--- src/rtl/mipi_tx_arbiter.sv ---
// mipi_tx_arbiter: round-robin packet scheduler in front of the MIPI HS serializer.
// Grants one byte-stream source at a time, runs the phy_hs_req/phy_re handshake,
// streams exactly the granted byte count, then holds off for a minimum gap.
module mipi_tx_arbiter #(
    parameter int NUM_SRC    = 2,
    parameter int LEN_W      = 16,
    parameter int GAP_CYCLES = 16,
    parameter int TIMEOUT    = 1024
) (
    input  logic                     clk_hs,
    input  logic                     reset,
    input  logic                     enable,
    input  logic [NUM_SRC-1:0]       src_req,
    input  logic [NUM_SRC*LEN_W-1:0] src_len,
    input  logic [NUM_SRC*8-1:0]     src_data,
    output logic [NUM_SRC-1:0]       src_rd,
    output logic [NUM_SRC-1:0]       src_done,
    output logic                     src_err,
    output logic                     phy_hs_req,
    input  logic                     phy_re,
    output logic [7:0]               phy_data,
    output logic                     busy,
    output logic [2:0]               grant
);

    localparam logic [2:0] ST_IDLE  = 3'd0;
    localparam logic [2:0] ST_REQ   = 3'd1;
    localparam logic [2:0] ST_SOT   = 3'd2;
    localparam logic [2:0] ST_SEND  = 3'd3;
    localparam logic [2:0] ST_DRAIN = 3'd4;
    localparam logic [2:0] ST_GAP   = 3'd5;

    // One counter serves both the REQ timeout and the inter-burst gap.
    localparam int CNT_MAX = (TIMEOUT > GAP_CYCLES) ? TIMEOUT : GAP_CYCLES;
    localparam int CNT_W   = $clog2(CNT_MAX + 1);
    localparam logic [CNT_W-1:0] TMO_LAST = CNT_W'(TIMEOUT - 1);
    localparam logic [CNT_W-1:0] GAP_LAST = CNT_W'(GAP_CYCLES - 1);

    logic [2:0]         r_state;
    logic [2:0]         r_grant;
    logic [LEN_W-1:0]   r_remaining;
    logic [CNT_W-1:0]   r_cnt;
    logic               r_hs_req;
    logic [NUM_SRC-1:0] r_src_done;
    logic               r_src_err;

    logic [LEN_W-1:0]   w_len_arr [0:7];
    logic [7:0]         w_data_arr [0:7];
    logic [7:0]         w_req_eff;
    logic [NUM_SRC-1:0] w_grant_sel;
    logic [NUM_SRC-1:0] w_pick_sel;
    logic               w_found;
    logic [2:0]         w_pick;
    logic [3:0]         w_scan_idx;
    logic               w_consume;

    assign w_consume = (r_state == ST_SEND) && phy_re && r_hs_req;

    // Unpack the flat per-source buses into fixed 8-entry tables addressed by a 3-bit id.
    // A source whose done pulse is showing may still hold src_req this cycle, so it is
    // masked out to avoid re-granting a packet that just finished.
    for (genvar g = 0; g < 8; g++) begin : g_src
        if (g < NUM_SRC) begin : g_used
            assign w_len_arr[g]   = src_len[g*LEN_W +: LEN_W];
            assign w_data_arr[g]  = src_data[g*8 +: 8];
            assign w_req_eff[g]   = src_req[g] & ~r_src_done[g];
            assign w_grant_sel[g] = (r_grant == 3'(g));
            assign w_pick_sel[g]  = (w_pick == 3'(g));
            assign src_rd[g]      = w_consume & w_grant_sel[g];
        end else begin : g_unused
            assign w_len_arr[g]  = '0;
            assign w_data_arr[g] = '0;
            assign w_req_eff[g]  = 1'b0;
        end
    end

    // Round-robin pick: first pending source scanning from grant+1, wrapping.
    always_comb begin
        // NOTE: every variable gets a default before any branch so no path leaves it unassigned (no latch).
        w_found    = 1'b0;
        w_pick     = r_grant;
        w_scan_idx = '0;
        for (int i = 1; i <= NUM_SRC; i++) begin
            w_scan_idx = {1'b0, r_grant} + 4'(i);
            if (w_scan_idx >= 4'(NUM_SRC)) begin
                w_scan_idx = w_scan_idx - 4'(NUM_SRC);
            end
            if (!w_found && w_req_eff[w_scan_idx[2:0]]) begin
                w_found = 1'b1;
                w_pick  = w_scan_idx[2:0];
            end
        end
    end

    // Packet sequencer: grant, PHY handshake, byte streaming, drain and gap.
    always_ff @(posedge clk_hs or posedge reset) begin
        if (reset) begin
            r_state     <= ST_IDLE;
            r_grant     <= 3'(NUM_SRC - 1);
            r_remaining <= '0;
            r_cnt       <= '0;
            r_hs_req    <= 1'b0;
            r_src_done  <= '0;
            r_src_err   <= 1'b0;
        end else begin
            // NOTE: state uses non-blocking assignments so every register sees pre-edge values.
            r_src_done <= '0;
            r_src_err  <= 1'b0;
            case (r_state)
                ST_IDLE: begin
                    if (enable && w_found) begin
                        r_grant     <= w_pick;
                        r_remaining <= w_len_arr[w_pick];
                        r_cnt       <= '0;
                        if (w_len_arr[w_pick] == '0) begin
                            // Empty packet: report completion without touching the PHY.
                            r_src_done <= w_pick_sel;
                        end else begin
                            r_hs_req <= 1'b1;
                            r_state  <= ST_REQ;
                        end
                    end
                end
                ST_REQ: begin
                    if (phy_re) begin
                        r_state <= ST_SOT;
                    end else if (r_cnt == TMO_LAST) begin
                        r_hs_req   <= 1'b0;
                        r_src_done <= w_grant_sel;
                        r_src_err  <= 1'b1;
                        r_cnt      <= '0;
                        r_state    <= ST_GAP;
                    end else begin
                        r_cnt <= r_cnt + CNT_W'(1);
                    end
                end
                ST_SOT: begin
                    // Start-code cycle: no byte consumed.
                    r_state <= ST_SEND;
                end
                ST_SEND: begin
                    if (!phy_re) begin
                        r_hs_req   <= 1'b0;
                        r_src_done <= w_grant_sel;
                        r_src_err  <= 1'b1;
                        r_state    <= ST_DRAIN;
                    end else begin
                        r_remaining <= r_remaining - LEN_W'(1);
                        if (r_remaining == LEN_W'(1)) begin
                            r_hs_req   <= 1'b0;
                            r_src_done <= w_grant_sel;
                            r_state    <= ST_DRAIN;
                        end
                    end
                end
                ST_DRAIN: begin
                    if (!phy_re) begin
                        r_cnt   <= '0;
                        r_state <= ST_GAP;
                    end
                end
                ST_GAP: begin
                    if (r_cnt == GAP_LAST) begin
                        r_cnt   <= '0;
                        r_state <= ST_IDLE;
                    end else begin
                        r_cnt <= r_cnt + CNT_W'(1);
                    end
                end
                default: begin
                    r_hs_req <= 1'b0;
                    r_state  <= ST_IDLE;
                end
            endcase
        end
    end

    assign phy_data   = w_data_arr[r_grant];
    assign phy_hs_req = r_hs_req;
    assign src_done   = r_src_done;
    assign src_err    = r_src_err;
    assign busy       = (r_state != ST_IDLE);
    assign grant      = r_grant;

endmodule

--- config.mk ---
export PLATFORM = sky130hd
export DESIGN_NAME = mipi_tx_arbiter
export DESIGN_NICKNAME = d
export VERILOG_FILES = /design/src/rtl/mipi_tx_arbiter.sv
export SDC_FILE = /design/constraint.sdc
export NUM_CORES = 1
export LEC_CHECK = 0
export ABC_AREA = 1
export CAP_MARGIN = 30
export CELL_PAD_IN_SITES_DETAIL_PLACEMENT = 0
export CELL_PAD_IN_SITES_GLOBAL_PLACEMENT = 1
export CORE_MARGIN = 2
export CORE_UTILIZATION = 35
export DETAILED_ROUTE_END_ITERATION = 10
export HOLD_SLACK_MARGIN = 0.15
export PLACE_DENSITY = 0.9
export REMOVE_ABC_BUFFERS = 1
export SYNTH_ARGS = -nofsm -noshare
export SYNTH_HDL_FRONTEND = slang
export SYNTH_SLANG_ARGS = --single-unit
--- constraint.sdc ---
create_clock -name clk_hs -period 3.1 [get_ports clk_hs]
set_input_delay 0.465 -clock clk_hs [delete_from_list [all_inputs] [get_ports clk_hs]]
set_output_delay 0.465 -clock clk_hs [all_outputs]
set_load 0.05 [all_outputs]
==> results of run 1 <==
==> worst max-delay path, delay by kind of cell (launching register included) <==
kind	cells	cell delay (ns)
DFF	1	0.54
xor gates and xnor gates	1	0.16
AOI/OAI and AO/OA	3	0.29
adders and majority gates	1	0.23
buffers and inverters	4	0.66
and+or+nand+nor	7	0.81
==> layout make-up <==
| type | count | area, sq um |
|---|---|---|
| clock buffers | 7 | 86.3 |
| flip-flops and latches | 37 | 927 |
| clock inverters | 1 | 30.0 |
| multi-input cells | 354 | 1750 |
| repair buffers | 79 | 791 |
| fillers | 853 | 4280 |
| well taps | 105 | 131 |
| inverters | 60 | 225 |
==> repair_timing <==
action	in CTS	in global routing
endpoints found under the hold margin	0	0
setup endpoints to repair	0	2
gates resized for setup	0	2
==> Yosys cell counts (all sizes together) <==
master    n
nand2   125
nor2     68
inv      60
nand3    56
o21ai    39
dfrtp    36
a21oi    19
ha        9
o211ai    8
buf       7
xor2      7
nand4     6
nor4      5
clkbuf    4
nor3      3
o311ai    3
nand3b    2
a21boi    1
a31oi     1
dfstp     1
o22ai     1
o31ai     1
==> flip-flops by register name (all words and copies together), names as in the netlist <==
register	flops
r_cnt	11
src_err	1
phy_hs_req	1
grant	3
src_done	2
r_remaining	16
r_state	3
==> worst max path at each step <==
| stage | start | endpoint | slack [ns] | cells after the start |
|---|---|---|---|---|
| after global routing | grant[1]$_DFFE_PP0P_ | r_cnt[2]$_DFFE_PP0P_ | 0.05 | 16 |
| after detailed placement | grant[1]$_DFFE_PP0P_ | r_state[0]$_DFFE_PP0P_ | 0.33 | 15 |
| final | grant[1]$_DFFE_PP0P_ | r_cnt[2]$_DFFE_PP0P_ | 0.31 | 16 |
| after CTS | grant[1]$_DFFE_PP0P_ | r_state[0]$_DFFE_PP0P_ | 0.31 | 15 |
| after floorplan | r_state[2]$_DFFE_PP0P_ | src_rd[0] | -0.19 | 7 |
| after global placement | src_req[1] | r_cnt[7]$_DFFE_PP0P_ | 0.41 | 13 |
==> per-layer routing <==
metal | wire length (um) | part of all wire [%] | vias to the layer above
li1 | - | - | 1650
met2 | 3740 | 46 | 74
met1 | 3800 | 47 | 1374
met5 | 0 | 0 | -
met4 | 80 | 0.99 | 0
met3 | 506 | 6.2 | 7
==> stage by stage <==
step | hold WS, ns | std cells | setup WS, ns
global route | 0.573 | 643 | 0.0505
global placement | 0.494 | 635 | 0.410
floorplan | 0.476 | 451 | -0.191
CTS | 0.529 | 643 | 0.313
finish | 0.521 | 643 | 0.306
detailed placement | 0.509 | 635 | 0.333
==> logic make-up after synthesis <==
family          count (synthesis)  synth area share [%]
compound gates                 73                  13.6
buf+inv                        71                  9.93
xor+xnor                        7                  2.07
simple gates                  265                  39.2
fa+ha+maj                       9                  3.80
flops                          37                  31.3
==> power by group through the flow <==
| stage | Combinational (mW) | Sequential [mW] | Clock, mW |
|---|---|---|---|
| detailed placement | 2.16 | 0.773 | 0 |
| floorplan | 1.44 | 0.823 | 0 |
| finish | 2.16 | 0.764 | 0.440 |
| global placement | 2.14 | 0.771 | 0 |
| CTS | 2.17 | 0.765 | 0.451 |
| global route | 2.44 | 0.791 | 0.468 |
==> flow_summary.toml, run 1 <==
[run_status]
outcome = "finished clean"

[final_layout]
final_net_count = 600
diodes = 0
final_cell_area_sq_um = 3940
drive_above_1_share_pct = 7.25
final_common_cell = "nand2_1"
layout_common_cells = "nand2_1, clkdlybuf4s50_1, nor2_1"
utilization_pct = 48.0
syn_to_final_growth_pct = 33.1

[die]
start_util_pct = 36.0
die-width_um = 96.0
ios = 72
core-area_sq_um = 8220
die_area_sq_um = 9210
row_count = 33
die_h_um = 96.0

[critical_path]
crit_chain = "inv_1 > ha_1 > inv_1 > nand3_1 > xor2_1 > nand2_1 > nand2_1 > nand2_1 > nand2_1 > o21ai_1 > inv_1 > nand2_2 > inv_1 > nand3_1 > o21ai_0 > a21oi_1"
r2r-start = "grant[1]$_DFFE_PP0P_"
reg2reg_depth = 16
crit_slowest_cell = "dfrtp_1"
critPathRequiredTime_ns = 3.28
worst-path-max-fanout = 14
reg2reg_to = "r_cnt[2]$_DFFE_PP0P_"
startpoint_type = "flop"
regToRegSetupSlack_ns = 0.31
critical_path_class = "reg -> reg"
critical-path-max-stage-delay_ns = 0.54
arrival_ns = 2.98
critPathCaptureType = "flop"

[detailed_routing]
viasPerCell = 4.83
vias = 3105
drt-wirelength-per-cell_um = 12.6
drt_iter0_markers = 198
drc = 0
firstDrtPassIters = 4
antenna_left = 0
totalWireLength_mm = 8.12

[clock_tree]
cts-htree-levels = 2
cts.clk_slew.worst_paths_ns = 0.08
cts_tree = "done"
root_buffer = "clkbuf_8"
cts.hold.buffers_added = 0
clkSinkCount = 37
clockBufferDepth = 2
cts_buffers = 5
postCtsSetupBuffers = 0
clock_latency_ns = 0.29

[sta]
fin_tns_setup_ns = 0
slew_viol_final = 0
max_slew_margin_pct = 53.3
rsz0062_at_grt = "false"
fin_crit_sh_pct = 90.1
fin_crit_ns = 2.79
skew_ns = 0.00980
hold_viol = 0
setup_viol = 0
tightest_slew_ns = 0.700
max_freq_mhz = 358

[synthesis]
synth_area_leaders = "dfrtp_1, nand2_1, nand3_1"
synthCells = 462
ys_seq_area_share_pct = 31.3
syn_area_sq_um = 2960
yosysUniqueCellTypes = 31
ys_ff_latch = 37
syn_avg_cell_area_sq_um = 6.41
yosysWarnings = 0
netlist.area_leader.share_pct = 30.4
yosysTopAreaCell = "dfrtp_1"

[min_path]
min_delay_worst_endpoint = "r_remaining[11]$_DFFE_PP0P_"
holdPathStages = 2
hp-start = "r_remaining[11]$_DFFE_PP0P_"
hp-class = "reg -> reg"

[job]
drv_cap = 0

[global_route]
grt_max_degree = 31
use_met1_pct = 22.9
gr-total-overflow = 0
grt_pass1_wl_mm = 13.2
grt_pass1_vias = 2889
grt_usage_pct = 18.0
antenna_found_initial = 0
gr-max-usage-layer = "met2"
grtUsageMet3_pct = 3.13
use_met2_pct = 31.6

[power_and_ir_drop]
p_leak_nw = 1.88
switching_share_pct = 51.9
power.internal_mw = 1.62
ir_drop_v = 0.000296
power.total_mw = 3.37
power-per-cell-area_nw_per_um2 = 855
net-switching-power_mw = 1.75
clockPowerShare_pct = 13.0
p_comb_share_pct = 64.3
power_frac_seq_pct = 22.7

[placed_design]
portBuffers = 71
place_congestion = 0.873
dpl.hpwl_mm = 6.49
place_area_sq_um = 3810
No activity file was read; power rests on OpenSTA's default activity.
==> run 2, diff against run 1 <==
--- a/config.mk
+++ b/config.mk
@@ -12,8 +12,8 @@
 export CORE_MARGIN = 2
 export CORE_UTILIZATION = 35
 export DETAILED_ROUTE_END_ITERATION = 10
-export HOLD_SLACK_MARGIN = 0.15
-export PLACE_DENSITY = 0.9
+export HOLD_SLACK_MARGIN = 0.02
+export PLACE_DENSITY_LB_ADDON = 0.25
 export REMOVE_ABC_BUFFERS = 1
 export SYNTH_ARGS = -nofsm -noshare
 export SYNTH_HDL_FRONTEND = slang
==> run 2 against run 1 <==
  * Clock skew fell by 0.0038 ns
  * Wire length fell by 0.62%
  * Sequential cell count did not move
  * Die area did not move
  * Final cell count fell by 0.31%
==> flow_summary.toml, run 2 (synthesized netlist as in run 1, its figures left out) <==
[run_status]
outcome = "finished clean"

[die]
ios = 72
start_util_pct = 36.0
die_area_sq_um = 9210
die_h_um = 96.0
die-width_um = 96.0
core-area_sq_um = 8220
row_count = 33

[placed_design]
place_congestion = 0.838
dp.cells = 633
place_area_sq_um = 3800
pre_cts_slack_ns = 0.264
portBuffers = 71
dpl.hpwl_mm = 6.27

[detailed_routing]
antenna_left = 0
viasPerCell = 4.84
vias = 3100
firstDrtPassIters = 4
drc = 0
drt_iter0_markers = 144
totalWireLength_mm = 8.07
drt-wirelength-per-cell_um = 12.6

[critical_path]
critical-path-max-stage-delay_ns = 0.62
worst-path-max-fanout = 16
crit_path_start = "grant[0]$_DFFE_PP1P_"
critPathCaptureType = "flop"
crit_chain = "inv_2 > ha_1 > inv_1 > nand2_1 > nand3_4 > nand3_1 > nand3_1 > nand2_1 > nor2_1 > nand2_2 > nor2_2 > nand2_1 > nand3_1 > nand2_1"
path_common_cell = "nand2_1"
arrival_ns = 3.03
critPathCapture = "r_state[0]$_DFFE_PP0P_"
r2r-start = "grant[0]$_DFFE_PP1P_"
crit_slowest_cell = "dfstp_2"
worstSetupPathDepth = 14
regToRegSetupSlack_ns = 0.26
critical_path_class = "reg -> reg"
crit_buf_inv = 2
critPathTopFamily = "simple AND/OR/NAND/NOR gates"
reg2reg_to = "r_state[0]$_DFFE_PP0P_"
critPathRequiredTime_ns = 3.29
reg2reg_depth = 14
startpoint_type = "flop"

[clock_tree]
clkSinkCount = 37
cts_buffers = 5
root_buffer = "clkbuf_8"
cts_tree = "done"
cts_resized = 0
cts.hold.buffers_added = 0
cts.clk_slew.worst_paths_ns = 0.08
cts-htree-levels = 2
clockBufferDepth = 2
clock_latency_ns = 0.29
postCtsSetupBuffers = 0

[final_layout]
stdcell_count = 641
diodes = 0
largest_reg_flops = 16
drive_above_1_share_pct = 6.90
largestRegisters = "r_remaining x16, r_cnt x11"
final_net_count = 598
fillers = 853
layout_common_cells = "nand2_1, clkdlybuf4s50_1, nor2_1"
final_common_cell = "nand2_1"
syn_to_final_growth_pct = 31.4
largest_register = "r_remaining"
final_cell_area_sq_um = 3890

[global_route]
grt_pass1_wl_mm = 13.0
grt_pass1_vias = 2719
gr-total-overflow = 0
grt_max_degree = 38
antenna_found_initial = 0
grt_usage_pct = 17.7

[power_and_ir_drop]
clockPowerShare_pct = 10.4
ir_drop_v = 0.000323
power-per-cell-area_nw_per_um2 = 835
switching_share_pct = 54.0
net-switching-power_mw = 1.75
power_frac_seq_pct = 23.8
power.internal_mw = 1.50
p_comb_share_pct = 65.7
p_leak_nw = 1.86

[sta]
skew_ns = 0.00597
rsz0062_at_grt = "false"
max_slew_margin_pct = 64.1
slew_viol_final = 0
hold_viol = 0
fin_crit_sh_pct = 91.6
tightest_slew_ns = 0.533
max_freq_mhz = 352
layout_setup_ws_ns = 0.261
fin_crit_ns = 2.84
fin_tns_setup_ns = 0
setup_viol = 0

[min_path]
hp-class = "reg -> reg"

[job]
drv_cap = 0
run 2: power by group through the flow:
| stage | sequential (mW) | combinational [mW] | clock, mW |
|---|---|---|---|
| after global routing | 0.798 | 2.42 | 0.380 |
| after CTS | 0.774 | 2.15 | 0.358 |
| after detailed placement | 0.783 | 2.14 | 0 |
| final | 0.774 | 2.14 | 0.339 |
| after global placement | 0.778 | 2.14 | 0 |
| after floorplan | 0.823 | 1.44 | 0 |
run 2: metrics by stage:
step | utilization [%] | power (mW) | hold slack [ns]
final | 47.4 | 3.25 | 0.531
after global routing | 47.4 | 3.60 | 0.580
after CTS | 47.3 | 3.28 | 0.541
after detailed placement | 46.2 | 2.92 | 0.518
after global placement | 46.2 | 2.91 | 0.505
after floorplan | - | 2.27 | 0.476
run 2: area by class of cell:
cell class                      count  area [sq um]  area share, %
Sequential cell                    37           927           23.8
Tap cell                          105           131           3.38
Timing Repair Buffer               77           776           19.9
Clock buffer                        5          68.8           1.77
Inverter                           60           225           5.79
Multi-Input combinational cell    354          1750           44.9
Clock inverter                      3          17.5          0.450
run 2: worst reg2reg max path, cell delays in order (launching register included):
cell and delay [ns]:
dfstp_2 0.62, inv_2 0.14, ha_1 0.32, inv_1 0.05, nand2_1 0.12, nand3_4 0.16
nand3_1 0.39, nand3_1 0.28, nand2_1 0.07, nor2_1 0.13, nand2_2 0.09, nor2_2 0.12
nand2_1 0.09, nand3_1 0.10, nand2_1 0.05
run 2: how the worst min path moves through the flow:
stage	start	endpoint	slack, ns	cells after the start
final	r_remaining[11]$_DFFE_PP0P_	r_remaining[11]$_DFFE_PP0P_	0.53	2
after floorplan	r_remaining[11]$_DFFE_PP0P_	r_remaining[11]$_DFFE_PP0P_	0.48	2
after detailed placement	r_remaining[11]$_DFFE_PP0P_	r_remaining[11]$_DFFE_PP0P_	0.52	2
after CTS	r_remaining[11]$_DFFE_PP0P_	r_remaining[11]$_DFFE_PP0P_	0.54	2
after global placement	r_remaining[11]$_DFFE_PP0P_	r_remaining[11]$_DFFE_PP0P_	0.50	2
after global routing	r_remaining[11]$_DFFE_PP0P_	r_remaining[11]$_DFFE_PP0P_	0.58	2
run 2: metal layers:
metal  GRT usage (%)  up-vias  share of wire (%)
met5               0        -                  0
met4            3.93        0               0.87
met3            2.58        5                5.7
met2            26.9       65                 42
met1            26.5     1379                 51
li1                -     1651                  -
==> run 3, diff against run 2 <==
--- a/config.mk
+++ b/config.mk
@@ -9,7 +9,7 @@
 export CAP_MARGIN = 30
 export CELL_PAD_IN_SITES_DETAIL_PLACEMENT = 0
 export CELL_PAD_IN_SITES_GLOBAL_PLACEMENT = 1
-export CORE_MARGIN = 2
+export CORE_MARGIN = 1.5
 export CORE_UTILIZATION = 35
 export DETAILED_ROUTE_END_ITERATION = 10
 export HOLD_SLACK_MARGIN = 0.02
==> run 3 against run 2 <==
  * Final cell count up 0.47%
  * Die area down 2.1%
  * Wire length up 2.4%
  * Sequential power about the same
  * Critical endpoint is now r_state[2]$_DFFE_PP0P_
==> flow_summary.toml, run 3 (synthesized netlist as in run 1, its figures left out) <==
[clock_tree]
cts.hold.buffers_added = 0
cts_tree = "done"
cts_resized = 0
cts_buffers = 5
postCtsSetupBuffers = 0
clockBufferDepth = 2
cts-htree-levels = 2
cts.clk_slew.worst_paths_ns = 0.08
clkSinkCount = 37
root_buffer = "clkbuf_8"
clock_latency_ns = 0.29

[run_status]
outcome = "finished clean"

[final_layout]
largest_register = "r_remaining"
fillers = 847
stdcell_count = 644
syn_to_final_growth_pct = 33.0
final_net_count = 601
layout_common_cells = "nand2_1, clkdlybuf4s50_1, nor2_1"
diodes = 0
utilization_pct = 47.9
final_common_cell = "nand2_1"
final_cell_area_sq_um = 3940
largest_reg_flops = 16
drive_above_1_share_pct = 7.05
largestRegisters = "r_remaining x16, r_cnt x11"

[sta]
hold_viol = 0
setup_viol = 0
max_freq_mhz = 358
slew_viol_final = 0
tightest_slew_ns = 0.598
rsz0062_at_grt = "false"
skew_ns = 0.00634
fin_crit_sh_pct = 90.2
max_slew_margin_pct = 59.8
fin_crit_ns = 2.80
layout_setup_ws_ns = 0.304

[critical_path]
regToRegSetupSlack_ns = 0.30
arrival_ns = 2.99
startpoint_type = "flop"
worst-path-max-fanout = 13
critical_path_class = "reg -> reg"
critPathCaptureType = "flop"
critPathRequiredTime_ns = 3.29

[job]
drv_cap = 0

[detailed_routing]
firstDrtPassIters = 5
drc = 0
vias = 3168
drt_iter0_markers = 165
totalWireLength_mm = 8.27
drt-wirelength-per-cell_um = 12.8
viasPerCell = 4.92
antenna_left = 0

[min_path]
hp-class = "reg -> reg"

[global_route]
grt_pass1_vias = 2959
antenna_found_initial = 0
grt_usage_pct = 19.2
grt_pass1_wl_mm = 13.7
grt_max_degree = 38
gr-total-overflow = 0

[power_and_ir_drop]
p_leak_nw = 1.89
power-per-cell-area_nw_per_um2 = 852
ir_drop_v = 0.000409

[placed_design]
dpl.hpwl_mm = 6.41
place_area_sq_um = 3820
portBuffers = 71
place_congestion = 0.806
dp.cells = 636
pre_cts_slack_ns = 0.338

[die]
die-width_um = 95.0
die_h_um = 95.0
start_util_pct = 36.0
die_area_sq_um = 9020
ios = 72
row_count = 33
core-area_sq_um = 8220
-- run 3: report_power, final --
part           internal [mW]  total [mW]  switching (mW)
Clock                  0.263       0.446           0.184
Sequential             0.643       0.776           0.133
Combinational          0.705        2.13            1.43
-- run 3: per-layer routing --
layer | share of wire (%) | track usage, % | up-vias | wire length, um
li1 | - | - | 1650 | -
met1 | 50 | 26.9 | 1435 | 4130
met2 | 43 | 30.1 | 75 | 3550
met3 | 5.8 | 3.70 | 8 | 481
met4 | 1.2 | 4.60 | 0 | 97
met5 | 0 | 0 | - | 0
-- run 3: final timing paths --
path / to / start / cells after the start
max in group asynchronous: grant[0]$_DFFE_PP1P_ / reset / 3
max reg2reg: r_state[2]$_DFFE_PP0P_ / grant[0]$_DFFE_PP1P_ / 17
min reg2reg: r_remaining[11]$_DFFE_PP0P_ / r_remaining[11]$_DFFE_PP0P_ / 2
min: r_remaining[11]$_DFFE_PP0P_ / r_remaining[11]$_DFFE_PP0P_ / 2
max: r_state[2]$_DFFE_PP0P_ / grant[0]$_DFFE_PP1P_ / 17
min in group asynchronous: r_remaining[1]$_DFFE_PP0P_ / reset / 3
-- run 3: layout make-up --
| class | count | area, sq um | area share (%) |
|---|---|---|---|
| multi-input cells | 354 | 1740 | 44.2 |
| flip-flops and latches | 37 | 927 | 23.5 |
| repair buffers | 80 | 798 | 20.3 |
| inverters | 60 | 225 | 5.72 |
| well taps | 105 | 131 | 3.34 |
| clock buffers | 7 | 86.3 | 2.19 |
| clock inverters | 1 | 30.0 | 0.762 |
-- run 3: worst max-delay path: stages (launching register included) --
cell and delay [ns]:
dfstp_2 0.64, inv_2 0.15, ha_1 0.30, inv_1 0.03
nand2_1 0.15, nand3_4 0.13, nand2_1 0.19, nand2_2 0.18
nand2_1 0.09, nand2_1 0.06, nand3_1 0.11, nand2_1 0.08
nor2_2 0.12, nand2_2 0.08, nor2_2 0.13, nand2_1 0.10
nand3_1 0.09, nand2_1 0.05
-- run 3: stage by stage --
step	setup TNS [ns]	hold slack (ns)	power, mW
2_1_floorplan	-0.381	0.476	2.27
3_5_place_dp	0	0.526	2.91
6_report	0	0.547	3.35
4_1_cts	0	0.546	3.37
5_1_grt	0	0.573	3.70
3_3_place_gp	0	0.497	2.90
